### src/rtl/vram_arbiter.sv
// vram_arbiter: shares the single-port synchronous video RAM between the VGA
// scanout reader and the Hack CPU. One access per cycle, VGA has priority,
// read data (one cycle late) is routed back to whichever side issued the read.
// Optional build macro VRAM_ARB_FAIRNESS_EN: after STARVE_LIMIT consecutive
// VGA grants while the CPU waits, the CPU wins the next arbitration.
module vram_arbiter #(
   parameter int unsigned ADDR_WIDTH   = 16,
   parameter int unsigned STARVE_LIMIT = 8
) (
   input  logic                  clk,
   input  logic                  rst_n,
   input  logic                  vga_req,
   input  logic [ADDR_WIDTH-1:0] vga_addr,
   output logic                  vga_gnt,
   output logic                  vga_rvalid,
   output logic [15:0]           vga_rdata,
   input  logic                  cpu_req,
   input  logic                  cpu_we,
   input  logic [ADDR_WIDTH-1:0] cpu_addr,
   input  logic [15:0]           cpu_wdata,
   output logic                  cpu_gnt,
   output logic                  cpu_rvalid,
   output logic [15:0]           cpu_rdata,
   output logic [ADDR_WIDTH-1:0] ram_address,
   output logic                  ram_load,
   output logic [15:0]           ram_in,
   input  logic [15:0]           ram_out
);

   logic                  force_cpu;
   logic [ADDR_WIDTH-1:0] addr_d;
   logic [ADDR_WIDTH-1:0] addr_q;
   logic                  vga_rd_d;
   logic                  vga_rd_q;
   logic                  cpu_rd_d;
   logic                  cpu_rd_q;

`ifdef VRAM_ARB_FAIRNESS_EN
   localparam logic [7:0] LIMIT = 8'(STARVE_LIMIT);

   logic [7:0] starve_d;
   logic [7:0] starve_q;

   // The CPU has waited long enough: it takes the next slot from VGA.
   assign force_cpu = cpu_req && (starve_q == LIMIT);

   // Count VGA wins while the CPU waits; a CPU grant or an idle CPU clears it.
   always_comb begin
      starve_d = starve_q;
      if (cpu_gnt || !cpu_req) begin
         starve_d = 8'd0;
      end else if (vga_gnt) begin
         starve_d = starve_q + 8'd1;
      end else begin
         starve_d = starve_q;
      end
   end

   // Starvation counter register.
   always_ff @(posedge clk or negedge rst_n) begin
      if (!rst_n) begin
         starve_q <= 8'd0;
      end else begin
         starve_q <= starve_d;
      end
   end
`else
   // Strict VGA priority: the CPU is never forced ahead.
   assign force_cpu = 1'b0;

   // Keep the limit range-checked even though this build does not use it.
   if (STARVE_LIMIT < 1 || STARVE_LIMIT > 255) begin : g_bad_limit
      $error("vram_arbiter: STARVE_LIMIT out of range 1..255");
   end
`endif

   // Grant decision from this cycle's requests; no grants while in reset.
   always_comb begin
      vga_gnt = 1'b0;
      cpu_gnt = 1'b0;
      if (!rst_n) begin
         vga_gnt = 1'b0;
         cpu_gnt = 1'b0;
      end else if (force_cpu) begin
         cpu_gnt = 1'b1;
      end else if (vga_req) begin
         vga_gnt = 1'b1;
      end else begin
         cpu_gnt = cpu_req;
      end
   end

   // Winner's address drives the RAM; when idle the last address is held.
   always_comb begin
      addr_d = addr_q;
      if (vga_gnt) begin
         addr_d = vga_addr;
      end else if (cpu_gnt) begin
         addr_d = cpu_addr;
      end else begin
         addr_d = addr_q;
      end
   end

   assign ram_address = addr_d;
   assign ram_load    = cpu_gnt & cpu_we;
   assign ram_in      = cpu_gnt ? cpu_wdata : 16'h0000;

   // A read granted now returns data next cycle; remember who asked.
   always_comb begin
      vga_rd_d = vga_gnt;
      cpu_rd_d = cpu_gnt & ~cpu_we;
   end

   // Held address and read-owner pipeline registers.
   always_ff @(posedge clk or negedge rst_n) begin
      if (!rst_n) begin
         addr_q   <= '0;
         vga_rd_q <= 1'b0;
         cpu_rd_q <= 1'b0;
      end else begin
         addr_q   <= addr_d;
         vga_rd_q <= vga_rd_d;
         cpu_rd_q <= cpu_rd_d;
      end
   end

   assign vga_rvalid = vga_rd_q;
   assign cpu_rvalid = cpu_rd_q;
   assign vga_rdata  = ram_out;
   assign cpu_rdata  = ram_out;

endmodule
### config.mk
export PLATFORM = sky130hd
export DESIGN_NAME = vram_arbiter
export DESIGN_NICKNAME = d
export VERILOG_FILES = /design/src/rtl/vram_arbiter.sv
export SDC_FILE = /design/constraint.sdc
export NUM_CORES = 1
export LEC_CHECK = 0
export ABC_AREA = 1
export CAP_MARGIN = 25
export CORE_MARGIN = 4
export CORE_UTILIZATION = 40
export DETAILED_ROUTE_END_ITERATION = 12
export DONT_BUFFER_PORTS = 1
export MAX_ROUTING_LAYER = met4
export SLEW_MARGIN = 10
export SYNTH_ARGS = -nofsm -noshare
export SYNTH_HDL_FRONTEND = slang
export SYNTH_SLANG_ARGS = --single-unit
### constraint.sdc
create_clock -name clk -period 1.4 [get_ports clk]
set_clock_uncertainty 0.05 [all_clocks]
set_input_delay 0.42 -clock clk [delete_from_list [all_inputs] [get_ports clk]]
set_output_delay 0.42 -clock clk [all_outputs]
set_load 0.02 [all_outputs]
==> run_results.csv, run 1 <==
group,metric,value,unit
status,result_of_the_run,"finished with violations",
status,violations,"setup timing",
place,dpl.hpwl,2710,um
route,dr.first_iter.drc_count,49,
clocking,cts_tree,"yes",
synthesis,synth-warning-count,0,
global_route,initial_antenna_violation_count,0,
timing,final_critical_path_setup_slack,-0.0574,ns
cells_and_area,synthToLayoutAreaGrowth,24.1,%
cells_and_area,final-instance-count-excl-fill,214,
cells_and_area,register_area,450,um2
clocking,worstSkewPairLatency,0.29,ns
route,vias,1129,
power,vdd.ir_drop.worst,346,uV
route,drtPass1Iterations,4,
synthesis,synth_compound_area_share,5.71,%
critical_path,timing.critical_path.slowest_cell_delay,0.20,ns
run,cap_violations,0,
die,design.core.area,3360,um2
timing,number_of_pins_with_negative_max_slew_slack_in_the_final_report,0,
synthesis,area_share_of_and_or_nand_nor_cells_after_synthesis,27.9,%
synthesis,synth.avg_cell_area,7.04,um2
clocking,clock-root-buffer,"clkbuf_4",
timing,min_cycle_time_layout,1.46,ns
global_route,grt_pass1_vias,1148,
die,die_width,67.2,um
timing,report.final.setup_viol,29,
clocking,clkTransAtPathRegs,0.10,ns
route,detail_route.drc_violations,0,
critical_path,start_kind,"input port",
cells_and_area,nFillCells,327,
die,die_height,67.2,um
synthesis,synth.mux.area_fraction,0,%
critical_path,critical_path.cell_chain,"clkinv_16, nand3_4, buf_12, nor2_4, buf_6",
synthesis,seq_area_frac_synth,32.1,%
route,avgViaCountPerCell,5.28,
hold_path,timing.hold.worst.class,"in -> reg",
global_route,grt_util_all_layers,16.5,%
power,finalPower,1.40,mW
cells_and_area,post_route_cells_drive_above_1_share,50.6,%
timing,finalHoldViolations,0,
route,final_antenna_net_count,0,
die,initial_core_util,41.7,%
critical_path,cp.arrival,0.99,ns
cells_and_area,mostFrequentLayoutCell,"inv_1",
critical_path,worstPathRequired,0.93,ns
timing,worst_slew_pin_slew,0.825,ns
cells_and_area,design.final.nets,239,
cells_and_area,finish.instance_area,1740,um2
global_route,global_route_wire_length_before_repair,5550,um
synthesis,adder_and_majority_cell_fraction_of_the_synthesized_area,0,%
cells_and_area,commonest_non_fill_non_tap_cells_in_the_layout,"inv_1, dfrtp_1, nand3_4, nand2_1, nor2_4",
timing,timing.final.crit_share,104,%
die,rows,21,
route,drt-wirelength-per-cell,17.3,um
critical_path,ff2ff_setup_slack,0.53,ns
global_route,grt.overflow.total,0,
global_route,largest_net_degree_at_the_start_of_global_routing,36,
clocking,max-clock-path-buffers,2,
route,routed_wirelength,3710,um
critical_path,critical_path.max_fanout,18,
power,power_density,803,nW/um2
timing,worst_slew_margin_rel,45.0,%
die,floorplan.die_area,4510,um2
clocking,clock_sinks,18,
cells_and_area,n_antenna_cell,0,
critical_path,worst_path_max_delay_cell,"buf_12",
synthesis,netlist_instances,199,
place,globalplace.congestion,0.694,
place,place_area,1540,um2
synthesis,synth-xor-area-share,0,%
synthesis,yosysUniqueCellTypes,14,
power,p_leak,0.801,nW
synthesis,postSynthRegisterBits,18,
synthesis,synth_top_family_by_area,"buffers and inverters",
clocking,cts_inserted_buffers,3,
synthesis,synth.cell_area,1400,um2
critical_path,end_kind,"output pin",
place,port_buffers,0,
timing,rsz0062_at_grt,"true",
timing,timing.fmax,0.686,GHz
clocking,cts.repair_timing.setup_buffer_count,0,
die,ioPinCount,138,
place,placed_cells_incl_taps,209,
cells_and_area,multiInputGateArea,898,um2
critical_path,path_class,"in -> out",
synthesis,syn_nets,268,
clocking,h-tree-depth,1,
==> flip-flops by register name, summed over array words and instances (netlist names) <==
name        flops
addr_q         16
cpu_rvalid      1
vga_rvalid      1
==> kinds of logic (layout without fill, tap and decap cells) <==
| group | after synthesis | in the layout |
|---|---|---|
| buffers and inverters | 81 | 50 |
| DFF | 18 | 18 |
| and+or+nand+nor | 84 | 84 |
| AOI/OAI and AO/OA | 16 | 16 |
==> report_power, final <==
group	leakage, nW	total, mW	switching (mW)	internal [mW]
clock	0.0138	0.254	0.155	0.0999
sequential	0.221	0.611	0.0232	0.587
combinational	0.566	0.531	0.356	0.175
total	0.801	1.40	0.534	0.862
==> through the flow <==
step / util, % / hold slack (ns) / TNS [ns] / setup slack [ns]
6_report: 51.7 / 0.136 / -0.605 / -0.0574
2_1_floorplan: - / 0.0744 / -3.78 / -0.125
5_1_grt: 51.7 / 0.110 / -2.26 / -0.135
4_1_cts: 49.3 / 0.127 / -0.597 / -0.0706
3_3_place_gp: 45.8 / 0.0753 / -0.750 / -0.0573
3_5_place_dp: 45.8 / 0.0752 / -1.05 / -0.0762
==> critical path, delay by kind of cell <==
family,cells,cell delay [ns]
buf+inv,3,0.35
simple gates,2,0.21
==> Yosys cell counts <==
cell,n,share of area [%]
nand2_2,1,0.45
nand2_1,32,8.6
dfrtp_1,18,32
nor2_1,18,4.8
a21oi_1,16,5.7
nand4_1,16,7.1
buf_6,5,4.0
buf_4,33,18
buf_2,7,2.5
inv_1,34,9.1
nand3_1,16,5.7
inv_6,1,0.63
inv_2,1,0.27
nand3_4,1,1.3
==> layout make-up <==
class                           count  area share, %
Tap cell                           46           3.31
Clock buffer                        3           1.29
Timing Repair Buffer               11           8.13
Multi-Input combinational cell    100           51.7
Inverter                           36           9.71
Sequential cell                    18           25.9
==> path summary, 6_finish.rpt <==
| kind | startpoint | endpoint | depth (start not counted) |
|---|---|---|---|
| max | vga_req | ram_load | 5 |
| min | cpu_we | cpu_rvalid | 1 |
| max reg2reg | addr_q[15] | addr_q[15] | 4 |
| min reg2reg | addr_q[9] | addr_q[9] | 4 |
| max in group asynchronous | rst_n | addr_q[6] | 1 |
| min in group asynchronous | rst_n | addr_q[14] | 1 |
==> metal layers <==
| metal | GRT usage [%] | vias up | share of wire, % |
|---|---|---|---|
| met5 | - | - | 0 |
| met4 | 6.33 | 0 | 1.1 |
| met3 | 5.32 | 4 | 12 |
| met2 | 26.5 | 79 | 51 |
| met1 | 19.1 | 520 | 36 |
| li1 | - | 526 | - |
==> repair_timing <==
item | 4_1_cts | 5_1_grt
setup endpoints to repair | 17 | 37
gates resized for setup | 20 | 17
pin swaps | 2 | 5
gates cloned | 0 | 1
hold buffers | 1 | 0
endpoints found under the hold margin | 18 | 0
Power figures use the tool's default switching activity.
==> inputs of run 2 (changes only) <==
Settings changed: GPL_ROUTABILITY_DRIVEN set to 0.
==> results of run 2 <==
Same layout as run 1: the final DEF is identical, and so are final timing and power.
